[src/rtl/fpu_norm_arbiter.sv]
// ============================================================================
//  Module      : fpu_norm_arbiter
//  Description : Shared 32-bit leading-zero-count / normalize-shift datapath
//                for NREQ FPU requesters. Stage 1 arbitrates and registers
//                the winning operand; stage 2 computes the LZC and the
//                left-normalized mantissa.
//  Build macro : FPU_NORM_RR_EN - defined selects round-robin arbitration,
//                undefined selects fixed priority (lowest index wins).
//  Revision    : 1.0 - initial release
// ============================================================================
`default_nettype none

module fpu_norm_arbiter #(
    parameter int NREQ = 4,
    parameter int IDW  = 2
) (
    input  logic                 clk,
    input  logic                 rst_n,
    input  logic [NREQ-1:0]      req_valid,
    input  logic [32*NREQ-1:0]   req_data,
    output logic [NREQ-1:0]      req_ready,
    output logic                 out_valid,
    input  logic                 out_ready,
    output logic [IDW-1:0]       out_id,
    output logic [31:0]          out_mant,
    output logic [5:0]           out_lzc,
    output logic                 out_zero
);

    // ------------------------------------------------------------------
    // State
    // ------------------------------------------------------------------
    logic            s1_valid_q, s1_valid_d;
    logic [IDW-1:0]  s1_id_q,    s1_id_d;
    logic [31:0]     s1_data_q,  s1_data_d;

    logic            out_valid_q, out_valid_d;
    logic [IDW-1:0]  out_id_q,    out_id_d;
    logic [31:0]     out_mant_q,  out_mant_d;
    logic [5:0]      out_lzc_q,   out_lzc_d;
    logic            out_zero_q,  out_zero_d;

    // ------------------------------------------------------------------
    // Combinational nets
    // ------------------------------------------------------------------
    logic            w_s2_en;
    logic            w_s1_en;
    logic            w_lo_found;
    logic [IDW-1:0]  w_lo_idx;
    logic [IDW-1:0]  w_grant_idx;
    logic            w_grant_any;
    logic [NREQ-1:0] w_grant_vec;
    logic [31:0]     w_sel_data;
    logic [3:0]      w_cnt3, w_cnt2, w_cnt1, w_cnt0;
    logic [5:0]      w_lzc;

`ifdef FPU_NORM_RR_EN
    logic [IDW-1:0]  ptr_q, ptr_d;
    logic            w_hi_found;
    logic [IDW-1:0]  w_hi_idx;
`endif

    // Leading-zero count of one byte: 8 when the byte is zero, else 0..7.
    function automatic logic [3:0] lzc8(input logic [7:0] b);
        logic [3:0] n;
        n = 4'd8;
        // Scan upward so the highest set bit is the last one to write n.
        for (int i = 0; i < 8; i++) begin
            if (b[i]) begin
                n = 4'(7 - i);
            end
        end
        return n;
    endfunction

    // Stage enables: a stage may load when it is empty or its consumer moves.
    always_comb begin
        w_s2_en = !out_valid_q || out_ready;
        w_s1_en = !s1_valid_q  || w_s2_en;
    end

    // Requester search: lowest valid index overall, and (round-robin build)
    // lowest valid index at or above the pointer; the latter wins if found,
    // which is equivalent to a wrapped upward search from the pointer.
    always_comb begin
        w_lo_found = 1'b0;
        w_lo_idx   = '0;
`ifdef FPU_NORM_RR_EN
        w_hi_found = 1'b0;
        w_hi_idx   = '0;
`endif
        for (int k = 0; k < NREQ; k++) begin
            if (req_valid[k] && !w_lo_found) begin
                w_lo_found = 1'b1;
                w_lo_idx   = IDW'(k);
            end
`ifdef FPU_NORM_RR_EN
            if (req_valid[k] && !w_hi_found && (k >= int'(ptr_q))) begin
                w_hi_found = 1'b1;
                w_hi_idx   = IDW'(k);
            end
`endif
        end
    end

    // Winner selection, one-hot grant vector and operand mux.
    always_comb begin
`ifdef FPU_NORM_RR_EN
        w_grant_idx = w_hi_found ? w_hi_idx : w_lo_idx;
`else
        w_grant_idx = w_lo_idx;
`endif
        // Gating with rst_n forces the grant low the moment reset asserts.
        w_grant_any = w_s1_en && w_lo_found && rst_n;
        w_grant_vec = '0;
        w_sel_data  = '0;
        for (int k = 0; k < NREQ; k++) begin
            if (w_grant_idx == IDW'(k)) begin
                w_grant_vec[k] = w_grant_any;
                w_sel_data     = req_data[32*k +: 32];
            end
        end
    end

    assign req_ready = w_grant_vec;

    // Per-byte LZC merged from the top byte downward.
    always_comb begin
        w_cnt3 = lzc8(s1_data_q[31:24]);
        w_cnt2 = lzc8(s1_data_q[23:16]);
        w_cnt1 = lzc8(s1_data_q[15:8]);
        w_cnt0 = lzc8(s1_data_q[7:0]);
        if (|s1_data_q[31:24]) begin
            w_lzc = {2'b00, w_cnt3};
        end else if (|s1_data_q[23:16]) begin
            w_lzc = 6'd8 + {2'b00, w_cnt2};
        end else if (|s1_data_q[15:8]) begin
            w_lzc = 6'd16 + {2'b00, w_cnt1};
        end else if (|s1_data_q[7:0]) begin
            w_lzc = 6'd24 + {2'b00, w_cnt0};
        end else begin
            w_lzc = 6'd32;
        end
    end

    // Stage 1 next state: load the granted operand whenever S1 may advance.
    always_comb begin
        s1_valid_d = s1_valid_q;
        s1_id_d    = s1_id_q;
        s1_data_d  = s1_data_q;
        if (w_s1_en) begin
            s1_valid_d = w_grant_any;
            if (w_grant_any) begin
                s1_id_d   = w_grant_idx;
                s1_data_d = w_sel_data;
            end
        end
    end

    // Stage 2 next state: normalized result; fields hold while stalled.
    always_comb begin
        out_valid_d = out_valid_q;
        out_id_d    = out_id_q;
        out_mant_d  = out_mant_q;
        out_lzc_d   = out_lzc_q;
        out_zero_d  = out_zero_q;
        if (w_s2_en) begin
            out_valid_d = s1_valid_q;
            if (s1_valid_q) begin
                out_id_d   = s1_id_q;
                // A shift by 32 of a zero operand yields zero as required.
                out_mant_d = s1_data_q << w_lzc;
                out_lzc_d  = w_lzc;
                out_zero_d = (s1_data_q == 32'd0);
            end
        end
    end

`ifdef FPU_NORM_RR_EN
    // Round-robin pointer advances past the granted index on every grant.
    always_comb begin
        ptr_d = ptr_q;
        if (w_grant_any) begin
            if (w_grant_idx == IDW'(NREQ - 1)) begin
                ptr_d = '0;
            end else begin
                ptr_d = w_grant_idx + IDW'(1);
            end
        end
    end

    // Round-robin pointer register.
    always_ff @(posedge clk or negedge rst_n) begin
        if (!rst_n) begin
            ptr_q <= '0;
        end else begin
            ptr_q <= ptr_d;
        end
    end
`endif

    // Pipeline registers; reset discards any in-flight operand.
    always_ff @(posedge clk or negedge rst_n) begin
        if (!rst_n) begin
            s1_valid_q  <= 1'b0;
            s1_id_q     <= '0;
            s1_data_q   <= '0;
            out_valid_q <= 1'b0;
            out_id_q    <= '0;
            out_mant_q  <= '0;
            out_lzc_q   <= '0;
            out_zero_q  <= 1'b0;
        end else begin
            s1_valid_q  <= s1_valid_d;
            s1_id_q     <= s1_id_d;
            s1_data_q   <= s1_data_d;
            out_valid_q <= out_valid_d;
            out_id_q    <= out_id_d;
            out_mant_q  <= out_mant_d;
            out_lzc_q   <= out_lzc_d;
            out_zero_q  <= out_zero_d;
        end
    end

    assign out_valid = out_valid_q;
    assign out_id    = out_id_q;
    assign out_mant  = out_mant_q;
    assign out_lzc   = out_lzc_q;
    assign out_zero  = out_zero_q;

endmodule

`default_nettype wire

[config.mk]
export PLATFORM = sky130hd
export DESIGN_NAME = fpu_norm_arbiter
export DESIGN_NICKNAME = d
export VERILOG_FILES = /design/src/rtl/fpu_norm_arbiter.sv
export SDC_FILE = /design/constraint.sdc
export NUM_CORES = 1
export LEC_CHECK = 0
export BUFFER_PORTS_ARGS = -buffer_cell sky130_fd_sc_hd__buf_2
export CAP_MARGIN = 20
export CORE_MARGIN = 5
export CORE_UTILIZATION = 48
export DETAILED_ROUTE_END_ITERATION = 8
export GPL_TIMING_DRIVEN = 0
export PLACE_DENSITY_LB_ADDON = 0.05
export SETUP_SLACK_MARGIN = 0.4
export SYNTH_ARGS = -nofsm -noshare
export SYNTH_HDL_FRONTEND = slang
export SYNTH_SLANG_ARGS = --single-unit
[constraint.sdc]
create_clock -name clk -period 2.75 [get_ports clk]
set_clock_uncertainty 0.15 [all_clocks]
set_input_delay 0.1375 -clock clk [delete_from_list [all_inputs] [get_ports clk]]
set_output_delay 0.1375 -clock clk [all_outputs]
set_load 0.1 [all_outputs]
==> results.cfg <==
[floorplanning]
placeableCoreArea_mm2 = 0.0125
rows = 41
dieArea_mm2 = 0.0150
dieHeight_um = 122
chipWidth_um = 122
start_util_pct = 48.5
io_pins = 181

[timing]
hold_viol = 77
worst_pin_slew_ns = 1.00
worst_hold_slack_ns = -0.456
setup_ws_ns = -0.437
finalMaxSlewViolations = 0
relSlewSlack_pct = 32.8
max_freq_ghz = 0.314
tns_ns = -9.63
rsz0062_at_grt = yes
final.min_clock_period_ns = 3.19
fin_crit_sh_pct = 116
setup_viol = 29

[cells_and_area]
finish.instance_area_mm2 = 0.00915
syn2layout_area_growth_pct = 50.9
diodes = 0
final_nets = 1176
layout-drive-gt1-share_pct = 39.7

[worst_setup_path]
cp_data_required_time_ns = 2.83
cpMaxStageDelayCell = or4_4
rr_worst_depth = 11
crit_type = reg -> reg
path_buf_inv = 2
start_kind = flop
critPathCaptureType = flop
critPathMaxStageDelay_ns = 0.58
cp_max_fo = 6
crit_family = simple AND/OR/NAND/NOR gates
crit_arrival_ns = 3.26
crit_chain = or4_4 > a2111oi_4 > a21boi_4 > or2_1 > buf_6 > nor2_4 > buf_4 > mux2i_2 > nor4_4 > a2bb2oi_1 > o21ai_1
cp.depth = 11

[yosys]
synthDistinctLibCells = 69
synthArstFlopShare_pct = 100
ys_dominant_reg_cell = dfrtp_1
yosysWarnings = 0
synth-edff-count = 0
syn_area_mm2 = 0.00607
synth_seq_area_share_pct = 31.8
synth_fp_nets = 902
syn_area_per_cell_um2 = 7.91
synth.ff_latch_count = 77
synthesis.instances = 767

[clock_network]
postCtsHoldBufs = 34
clk_latency_ns = 0.34
cts_root_buf = clkbuf_16
cts.reportedPaths.clkPinSlew_ns = 0.06
cts_sinks = 77
cts_tree = built
numCtsBuffers = 9
h-tree-depth = 3
cts_buffer_depth = 2

[power_and_ir_drop]
p_sw_w = 0.00382
pwr-share-clk_pct = 17.2
power_frac_comb_pct = 60.3
cellInternalPower_w = 0.00365
ir_drop_mv = 0.383
sw_frac_of_total_pct = 51.2
pwr-share-seq_pct = 22.5
power_density_mw_per_mm2 = 816
p_leak_nw = 4.00

[global_route]
overflow = 0
antenna_found_initial = 0
grt_max_degree = 80
grt_pass1_vias = 7435
grt_pass1_wl_mm = 39.9
grt_usage_pct = 34.2

[placed_design]
placed_cell_area_mm2 = 0.00728
gp_congestion = 0.981
port_buffers = 180
dp_slack_ns = -1.02
dpl.hpwl_mm = 18.6

[route]
drt_iter0_markers = 694
drtPass1Iterations = 6
vias = 7575
drc = 0
vias_per_cell = 6.22
wl_per_cell_um = 21.4
antenna_left = 0
drt-total-wl_mm = 26.1

[worst_hold_path]
hp-class = in -> async

[outcome]
violations = negative hold slack, negative setup slack
status = finished, violations left

[job]
drv_cap = 0
-- worst register-to-register path: cells and delay by family (launching register included) --
kind                   cells  cell delay [ns]
AOI/OAI and AO/OA          4             0.85
buffers and inverters      2             0.30
muxes                      1             0.17
and+or+nand+nor            4             1.18
DFF                        1             0.41
-- power groups by stage --
stage,logic (W),clock network (W),registers (W)
2_1_floorplan,0.00138,0,0.00308
3_3_place_gp,0.00366,0,0.00166
3_5_place_dp,0.00368,0,0.00168
4_1_cts,0.00411,0.00129,0.00166
5_1_grt,0.00468,0.00134,0.00171
6_report,0.00451,0.00129,0.00168
-- layout by cell type (no fill, tap or decap), types with 22 or more instances in the layout --
cell type      instances
o211ai_1              26
buf_2                179
mux2i_1               45
buf_4                 47
a21oi_1               78
buf_6                 22
nand2_1               59
clkbuf_1              26
dlygate4sd3_1         34
nor2_1                99
dfrtp_1               67
a211oi_1              30
-- synth_stat cells, types with 7 or more instances --
cell	n	area share [%]
mux2i_1	58	9.6
o211ai_1	26	3.2
and2_1	16	1.6
nor2_1	107	6.6
a211oi_1	32	4.0
dfrtp_1	77	32
inv_1	9	0.56
a31oi_1	12	1.2
buf_2	16	1.3
mux2_2	7	1.3
a21oi_1	86	7.1
clkbuf_1	49	3.0
a22oi_1	8	0.99
nand2_1	63	3.9
and4_1	7	1.0
o21ai_0	39	3.2
nand3_1	10	0.82
nor3_1	7	0.58
nand4_1	20	2.1
-- cell families (layout without fill, tap and decap cells) --
group	after synthesis	after routing	synth area share [%]
multiplexers	67	67	11.5
AO/OA/AOI/OAI	271	271	29.4
AND/OR/NAND/NOR	267	267	21.1
flip-flops	77	77	31.8
buffers and inverters	85	363	6.23
-- repair_timing --
item                                    CTS  global route
setup buffers                            31            15
cloned                                    3             0
pin swaps                                29            28
endpoints found under the hold margin   109            77
endpoints found under the setup margin   59            43
gates resized for setup                 133           104
-- through the flow --
step | instances | total power [W] | util (%)
2_1_floorplan | 767 | 0.00446 | -
3_3_place_gp | 1119 | 0.00532 | 58.1
3_5_place_dp | 1119 | 0.00535 | 58.1
4_1_cts | 1202 | 0.00706 | 69.5
5_1_grt | 1217 | 0.00773 | 73.1
6_report | 1217 | 0.00747 | 73.1
-- metal layers --
metal  vias up  GRT usage (%)  part of all wire [%]
li1       3404              -                     -
met1      3568           41.2                    38
met2       498           58.8                    48
met3       105           5.12                   8.1
met4         0           18.1                   5.6
met5         -              0                     0
-- registers in the layout, indices dropped and copies added, names as in the netlist --
| register | count |
|---|---|
| s1_valid_q | 1 |
| out_lzc | 6 |
| out_id | 2 |
| out_mant | 32 |
| s1_data_q | 32 |
| s1_id_q | 2 |
| out_zero | 1 |
| out_valid | 1 |
-- path summary, 6_finish.rpt --
| check | startpoint | endpoint | slack, ns |
|---|---|---|---|
| min reg2reg | out_lzc[1]$_DFFE_PN0P_ | out_lzc[1]$_DFFE_PN0P_ | 0.32 |
| max reg2reg | s1_data_q[24]$_DFFE_PN0P_ | out_mant[29]$_DFFE_PN0P_ | -0.44 |
| min | rst_n | out_mant[21]$_DFFE_PN0P_ | -0.46 |
| max in group asynchronous | rst_n | s1_data_q[9]$_DFFE_PN0P_ | 2.54 |
| max | s1_data_q[24]$_DFFE_PN0P_ | out_mant[29]$_DFFE_PN0P_ | -0.44 |
| min in group clk | req_data[115] | s1_data_q[19]$_DFFE_PN0P_ | 0.02 |
-- layout make-up --
class	instances	area, um^2
buffer	76	572
clock buffer	11	243
clock inverter	4	72.6
fill	985	3360
inverter	9	33.8
multi-input combinational	605	4360
sequential	77	1940
tap	172	215
timing repair buffer	263	1720
No activity file was read; power rests on OpenSTA's default activity.
